[src/rtl/sram_initiator.sv]
// sram_initiator: valid/ready request stream to single-port SRAM adapter.
// Read data is captured one cycle after issue into a small response FIFO.
// Reads are only accepted while a FIFO slot is reserved for them. Each
// read in flight or still buffered holds one credit.
module sram_initiator #(
  parameter int unsigned DATA_WIDTH = 64,
  parameter int unsigned NUM_WORDS  = 1024,
  parameter int unsigned RESP_DEPTH = 3,
  localparam int unsigned AW = $clog2(NUM_WORDS),
  localparam int unsigned OW = $clog2(RESP_DEPTH + 1)
) (
  input  logic                  clk_i,
  input  logic                  rst_ni,
  input  logic                  req_valid_i,
  output logic                  req_ready_o,
  input  logic                  req_we_i,
  input  logic [AW-1:0]         req_addr_i,
  input  logic [DATA_WIDTH-1:0] req_wdata_i,
  input  logic [DATA_WIDTH-1:0] req_be_i,
  output logic                  rsp_valid_o,
  input  logic                  rsp_ready_i,
  output logic [DATA_WIDTH-1:0] rsp_rdata_o,
  output logic                  sram_req_o,
  output logic                  sram_we_o,
  output logic [AW-1:0]         sram_addr_o,
  output logic [DATA_WIDTH-1:0] sram_wdata_o,
  output logic [DATA_WIDTH-1:0] sram_be_o,
  input  logic [DATA_WIDTH-1:0] sram_rdata_i,
  output logic [OW-1:0]         outstanding_o
);

  localparam int unsigned PW = (RESP_DEPTH > 1) ? $clog2(RESP_DEPTH) : 1;
  localparam logic [PW-1:0] LAST_PTR = PW'(RESP_DEPTH - 1);
  localparam logic [OW-1:0] DEPTH_C  = OW'(RESP_DEPTH);

  logic                  rd_pending_q;
  logic [OW-1:0]         count_q;
  logic [OW-1:0]         occ;
  logic [PW-1:0]         wr_ptr_q;
  logic [PW-1:0]         rd_ptr_q;
  logic [DATA_WIDTH-1:0] fifo_mem [RESP_DEPTH];
  logic                  issue_rd;
  logic                  push;
  logic                  pop;

  function automatic logic [PW-1:0] ptr_inc(input logic [PW-1:0] p);
    return (p == LAST_PTR) ? '0 : p + 1'b1;
  endfunction

  // Occupancy is purely registered, so the downstream ready never reaches req_ready_o.
  assign occ           = count_q + OW'(rd_pending_q);
  assign outstanding_o = occ;
  assign req_ready_o   = req_we_i | (occ < DEPTH_C);

  assign sram_req_o   = req_valid_i & req_ready_o;
  assign sram_we_o    = req_we_i;
  assign sram_addr_o  = req_addr_i;
  assign sram_wdata_o = req_wdata_i;
  assign sram_be_o    = req_be_i;

  assign issue_rd    = sram_req_o & ~req_we_i;
  assign push        = rd_pending_q;
  assign rsp_valid_o = (count_q != '0);
  assign pop         = rsp_valid_o & rsp_ready_i;
  assign rsp_rdata_o = rsp_valid_o ? fifo_mem[rd_ptr_q] : '0;

  // Read pipeline marker: SRAM data is valid the cycle after a read issue.
  always_ff @(posedge clk_i or negedge rst_ni) begin
    if (!rst_ni) begin
      rd_pending_q <= 1'b0;
    end else begin
      rd_pending_q <= issue_rd;
    end
  end

  // FIFO pointers and entry count; a simultaneous push and pop leave the count unchanged.
  always_ff @(posedge clk_i or negedge rst_ni) begin
    if (!rst_ni) begin
      wr_ptr_q <= '0;
      rd_ptr_q <= '0;
      count_q  <= '0;
    end else begin
      if (push) wr_ptr_q <= ptr_inc(wr_ptr_q);
      if (pop)  rd_ptr_q <= ptr_inc(rd_ptr_q);
      case ({push, pop})
        2'b10:   count_q <= count_q + 1'b1;
        2'b01:   count_q <= count_q - 1'b1;
        default: count_q <= count_q;
      endcase
    end
  end

  // FIFO storage. It has no reset because the count alone decides which entries are live.
  always_ff @(posedge clk_i) begin
    if (push) fifo_mem[wr_ptr_q] <= sram_rdata_i;
  end

endmodule
[config.mk]
export PLATFORM = sky130hd
export DESIGN_NAME = sram_initiator
export DESIGN_NICKNAME = d
export VERILOG_FILES = /design/src/rtl/sram_initiator.sv
export SDC_FILE = /design/constraint.sdc
export NUM_CORES = 1
export LEC_CHECK = 0
export ABC_AREA = 1
export CAP_MARGIN = 20
export CORE_AREA = 2 2 163 165
export CTS_BUF_LIST = sky130_fd_sc_hd__clkbuf_4
export DETAILED_ROUTE_END_ITERATION = 10
export DIE_AREA = 0 0 165 167
export PLACE_DENSITY = 0.7
export SLEW_MARGIN = 20
export SYNTH_ARGS = -nofsm -noshare
export SYNTH_HDL_FRONTEND = slang
export SYNTH_SLANG_ARGS = --single-unit
[constraint.sdc]
create_clock -name clk_i -period 6.3 [get_ports clk_i]
set_clock_uncertainty 0.05 [all_clocks]
set_input_delay 0.945 -clock clk_i [delete_from_list [all_inputs] [get_ports clk_i]]
set_output_delay 0.945 -clock clk_i [all_outputs]
set_load 0.02 [all_outputs]
==> impl_results.md, run 1 <==
- Placed Instances: 1112
- Via count: 5467
- Vias in the first global route: 5340
- WL/cell: 24.9 um
- Core ar.: 25800 um^2
- Full die area: 27600 um^2
- Sequential-to-total area share from yosys stat: 66.0%
- Num rows: 59
- Period utilisation layout: 70.5%
- Syn nets: 1014
- Drt total wl: 28.5 mm
- Switching part of the total power: 40.0%
- Hold Vio Cnt, Final: 0
- Lkg Pwr: 3.90 nW
- Worst slew pin tran: 1.09 ns
- H-tree levels: 4
- Storage cell area: 5940 um^2
- DP Worst Slack: 2.45 ns
- Crit path setup slack, layout: 1.86 ns
- Slew Limit Headroom: 27.4%
- TritonRoute pass-1 iters: 5
- I/O pins: 415
- Final min period: 4.44 ns
- CP Launch Type: flip-flop
- GR Util All Layers: 20.2%
- GP Congestion: 0.849
- Avg Cell Area, Syn: 11.2 um^2
- Initial antenna violation count: 1
- CTS tree: yes
- Die Y: 167 um
- Yosys top cell area share: 64.0%
- Top post-synthesis cells by area: edfxtp_1 64%, buf_4 13%, nand2_1 8.7%, nand3_1 7.4%, inv_1 3.3%
- Area of the multi-input gates: 1540 um^2
- Area leader, netlist: edfxtp_1
- Fill cell count: 2464
- YS warnings: 0
- FF-to-FF setup slack: 3.79 ns
- Design Power: 4.44 mW
- Root buf cell: clkbuf_4
- Initial DRC Count: 435
- Critical path type: reg2out
- CP Launch Point: rd_ptr_q[1]
- Slew Limit Fails: 0
- Sum Neg Setup Slack: 0 ns
- Logic pwr share: 46.5%
- DRC violation count after routing: 0
- Synthesized instance count: 805
- CTS clock-pin slew for the worst setup and hold paths: 0.15 ns
- Distinct cells, synth: 15
- FF+latch count, synth: 199
- Hold-fix buffers, CTS: 0
- Crit-path max FO: 40
- Clock power share: 15.6%
- Status: finished clean
- Hold Crit Class: reg2reg
- Vias per cell: 4.77
- Final HPWL DP: 21.4 mm
- Reg2reg path depth: 3
- Synthesized area: 9010 um^2
- Die Wd: 165 um
- CTS Sinks: 199
- Critical Path AT: 3.45 ns
- Switching pwr: 1.78 mW
- CP Capture Type: output pin
- Area delta synth->final: 10.4%
- Clk_lat worst skew: 0.55 ns
- Pin count of the biggest net entering global routing: 67
- Postcts setup bufs: 0
- Final Setup Violations: 0
- Int Power: 2.66 mW
- Critical path required time: 5.30 ns
- Clk buf depth: 2
- Sequential Power Share: 37.9%
- Peak supply drop: 0.261 mV
- Initial core utilization: 35.0%
- GRT overflow: 0
- Non-filler instance count after layout: 1145
- Achievable Freq: 225 MHz
- Num CTS Buffers: 17
- Unrepaired setup endpoints after global routing: no
- WHS: 0.487 ns
- Capture point of the worst reg-to-reg path: fifo_mem[2][14]
- Maxcap violations: 0
- PortBufs: 138
- First-pass GRT wire length: 38.9 mm
- Layout cell share with drive strength beyond 1: 5.81%
- # resized after CTS: 0
- Worst setup endpoint: rsp_rdata_o[40]
- PD cells: 447 nW/um^2
- Antenna viol nets, final: 0
- Total Nets Final: 1005
- Critical R2R Launch: push
-- worst min path at each step --
stage,from,cells past startpoint,slack (ns),endpoint
floorplan,count_q[1],2,0.43,count_q[1]
global placement,count_q[1],2,0.45,count_q[1]
detailed placement,count_q[1],2,0.46,count_q[1]
CTS,count_q[1],2,0.49,count_q[1]
global route,rst_ni,1,0.55,count_q[1]
finish,count_q[1],2,0.49,count_q[1]
-- critical path, stage by stage (launching register included) --
cell	delay, ns
dfrtp_2	0.60
nor2_4	0.88
buf_4	0.46
nand2_1	0.10
nand3_1	0.09
nand2_1	0.08
inv_1	0.08
clkdlybuf4s50_1	0.60
-- synth_stat cells --
cell type / number
a21boi_0: 1
buf_2: 17
buf_4: 152
clkbuf_1: 5
dfrtp_1: 7
edfxtp_1: 192
ha_1: 2
inv_1: 79
nand2_1: 209
nand3_1: 133
nand4_1: 1
nor2_1: 2
nor3_1: 1
o21ai_0: 3
xnor2_1: 1
-- logic make-up (layout without fill, tap and decap cells) --
group | count (synthesis) | after routing | synth area share [%]
AND/OR/NAND/NOR | 346 | 346 | 16.3
buffers and inverters | 253 | 257 | 17.1
XOR/XNOR | 1 | 1 | 0.0973
flip-flops | 199 | 199 | 66.0
adder cells (fa/ha/maj) | 2 | 2 | 0.278
other | 0 | 1 | 0
AO/OA/AOI/OAI | 4 | 4 | 0.250
-- power by group through the flow --
stage          Clock, mW  Sequential [mW]  Combinational, mW
2_1_floorplan          0             1.70               1.36
3_3_place_gp           0             1.71               2.08
3_5_place_dp           0             1.72               2.09
4_1_cts            0.714             1.69               2.10
5_1_grt            0.765             1.70               2.25
6_report           0.694             1.68               2.06
-- state kept, by name (all words and copies together), names as in the netlist --
register / cells
count_q: 2
fifo_mem: 192
rd_ptr_q: 2
wr_ptr_q: 2
push: 1
-- routing by layer --
metal | part of all wire (%) | vias to the layer above | GRT usage (%)
li1 | - | 2507 | -
met1 | 26 | 2562 | 16.8
met4 | 1.0 | 2 | 4.46
met2 | 51 | 377 | 34.6
met5 | 0.22 | - | 2.00
met3 | 22 | 19 | 18.5
-- cells in the final DEF (no fill, tap or decap), drive strengths merged --
cell type and instances:
nor2 2, nand4 1, a21boi 1, clkdlybuf4s50 138, nand2 209, ha 2
dfrtp 7, nor3 1, bufinv 2, xnor2 1, nand3 133, buf 8
clkinv 6, clkbuf 18, o21ai 3, edfxtp 192, diode 1, inv 85
-- cell type report --
class,instances,area share (%)
Timing Repair Buffer,146,14.5
Multi-Input combinational cell,353,15.5
Clock inverter,14,1.67
Inverter,79,2.98
Clock buffer,18,1.36
Tap cell,335,4.21
Antenna cell,1,0.0252
Sequential cell,199,59.8
-- stage by stage --
stage	area (um^2)	utilization (%)
global route	9940	38.6
detailed placement	9640	37.4
CTS	9940	38.6
floorplan	9010	-
global placement	9640	37.4
finish	9940	38.6
No activity file was read; power rests on OpenSTA's default activity.
==> inputs of run 2 (changes only) <==
==> constraint.sdc (replaced) <==
create_clock -name clk_i -period 4.4 [get_ports clk_i]
set_clock_uncertainty 0.05 [all_clocks]
set_input_delay 0.66 -clock clk_i [delete_from_list [all_inputs] [get_ports clk_i]]
set_output_delay 0.66 -clock clk_i [all_outputs]
set_load 0.02 [all_outputs]
==> run 2 against run 1 <==
Effect of this change: first-iteration DRC count fell by 13%; non-clock buffer count is 4 higher; via count up 2.1%; utilization about the same; die area unchanged; sequential cell count stayed put; power rose by 43%; hold slack got worse by 0.20 ns; global-route usage grew 0.051 points; setup slack got worse by 1.1 ns; critical endpoint is now rsp_rdata_o[1]; highest routed layer unchanged.
==> impl_results.md, run 2 (synthesis results as in run 1) <==
- Status: finished clean
- # resized after CTS: 0
- Capture point of the worst reg-to-reg path: fifo_mem[1][29]
- Most frequent cells in the layout: 208 x nand2_1, 192 x edfxtp_1, 138 x clkdlybuf4s50_1
- I/O pins: 415
- Clk buf depth: 2
- Reg2reg path depth: 4
- Unrepaired setup endpoints after global routing: no
- Period utilisation layout: 83.6%
- Via count: 5582
- Die Y: 167 um
- Critical path required time: 3.69 ns
- Initial core utilization: 35.0%
- Area delta synth->final: 10.4%
- Max reg flops: 192
- GR Util All Layers: 20.3%
- Total Nets Final: 1009
- PortBufs: 138
- WL/cell: 24.9 um
- Top reg by flops: fifo_mem
- CTS tree: yes
- Commonest non-fill, non-tap cell in the layout: nand2_1
- Storage cell area: 5940 um^2
- Core ar.: 25800 um^2
- WHS: 0.285 ns
- Maxcap violations: 0
- First-pass GRT wire length: 38.7 mm
- Worst setup endpoint: rsp_rdata_o[1]
- CP Launch Type: flip-flop
- Postcts setup bufs: 0
- H-tree levels: 4
- Hold-fix buffers, CTS: 0
- Num CTS Buffers: 17
- Slew Limit Fails: 0
- CP Capture Type: output pin
- CP Launch Point: rd_ptr_q[0]
- Vias in the first global route: 5512
- DRC violation count after routing: 0
- CTS clock-pin slew for the worst setup and hold paths: 0.16 ns
- Final instance area: 9950 um^2
- Die Wd: 165 um
- Full die area: 27600 um^2
- Final HPWL DP: 21.9 mm
- Placed cell area: 9680 um^2
- Worst slew pin tran: 1.04 ns
- Achievable Freq: 272 MHz
- Vias per cell: 4.86
- Critical path type: reg2out
- Hold Vio Cnt, Final: 0
- PD cells: 637 nW/um^2
- CTS Sinks: 199
- Initial antenna violation count: 2
- GP Congestion: 0.816
- Area of the multi-input gates: 1550 um^2
- Critical Path AT: 2.97 ns
- FF-to-FF setup slack: 2.15 ns
- Final min period: 3.68 ns
- Fill cell count: 2443
- GRT overflow: 0
- Hold Crit Class: in2async
- Peak supply drop: 0.348 mV
- Final Setup Violations: 0
- Lkg Pwr: 3.91 nW
- Root buf cell: clkbuf_4
- Clk_lat worst skew: 0.56 ns
- Num rows: 59
- Slew Limit Headroom: 30.8%
- Critical R2R Launch: wr_ptr_q[1]
- Antenna viol nets, final: 0
- Drt total wl: 28.7 mm
- Sum Neg Setup Slack: 0 ns
- Crit-path max FO: 41
- TritonRoute pass-1 iters: 5
- Pin count of the biggest net entering global routing: 66
- Layout cell share with drive strength beyond 1: 6.27%
- Initial DRC Count: 380
## run 2: cell types whose count changed in the layout (fill, tap and decap cells not counted), sizes merged
| cell | before | now |
|---|---|---|
| clkinv | 6 | 7 |
| clkbuf | 18 | 17 |
| inv | 85 | 86 |
| buf | 8 | 12 |
| bufinv | 2 | 1 |
## run 2: stage by stage
stage	util (%)	cells	setup slack (ns)	total power, mW
finish	38.6	1149	0.720	6.33
global route	38.6	1149	0.453	6.73
CTS	38.6	1148	0.628	6.41
detailed placement	37.6	1116	1.31	5.49
global placement	37.6	1116	1.29	5.46
floorplan	-	805	0.914	4.38
## run 2: critical path: stages, from the launching register on
cell             delay (ns)
dfrtp_2                0.72
nor2_4                 0.22
buf_4                  0.45
nand2_1                0.10
nand3_1                0.10
nand2_1                0.05
inv_1                  0.14
clkdlybuf4s50_1        0.62
## run 2: cell type report
cell class	instances	area share (%)
flip-flops and latches	199	59.8
multi-input cells	353	15.5
repair buffers	150	14.8
well taps	335	4.21
inverters	79	2.98
clock inverters	15	1.40
clock buffers	17	1.28
diodes	1	0.0252
## run 2: power by group
part	leakage, nW	internal, mW	switching [mW]	total [mW]
logic	1.93	1.14	1.82	2.96
clock network	0.151	0.294	0.628	0.922
registers	1.83	2.33	0.120	2.45
## run 2: per-layer routing
layer | GRT usage (%) | routed length, um | up-vias
met5 | 4.18 | 108 | -
met4 | 9.91 | 1380 | 2
met3 | 16.2 | 5440 | 61
met2 | 32.6 | 13800 | 319
met1 | 17.7 | 7950 | 2684
li1 | - | - | 2516
## run 2: worst min-delay path by stage
stage,startpoint,end,depth (start not counted)
floorplan,rst_ni,count_q[0],0
global placement,count_q[1],count_q[1],2
detailed placement,count_q[0],count_q[0],1
CTS,rst_ni,push,1
global route,rst_ni,push,1
finish,rst_ni,push,1
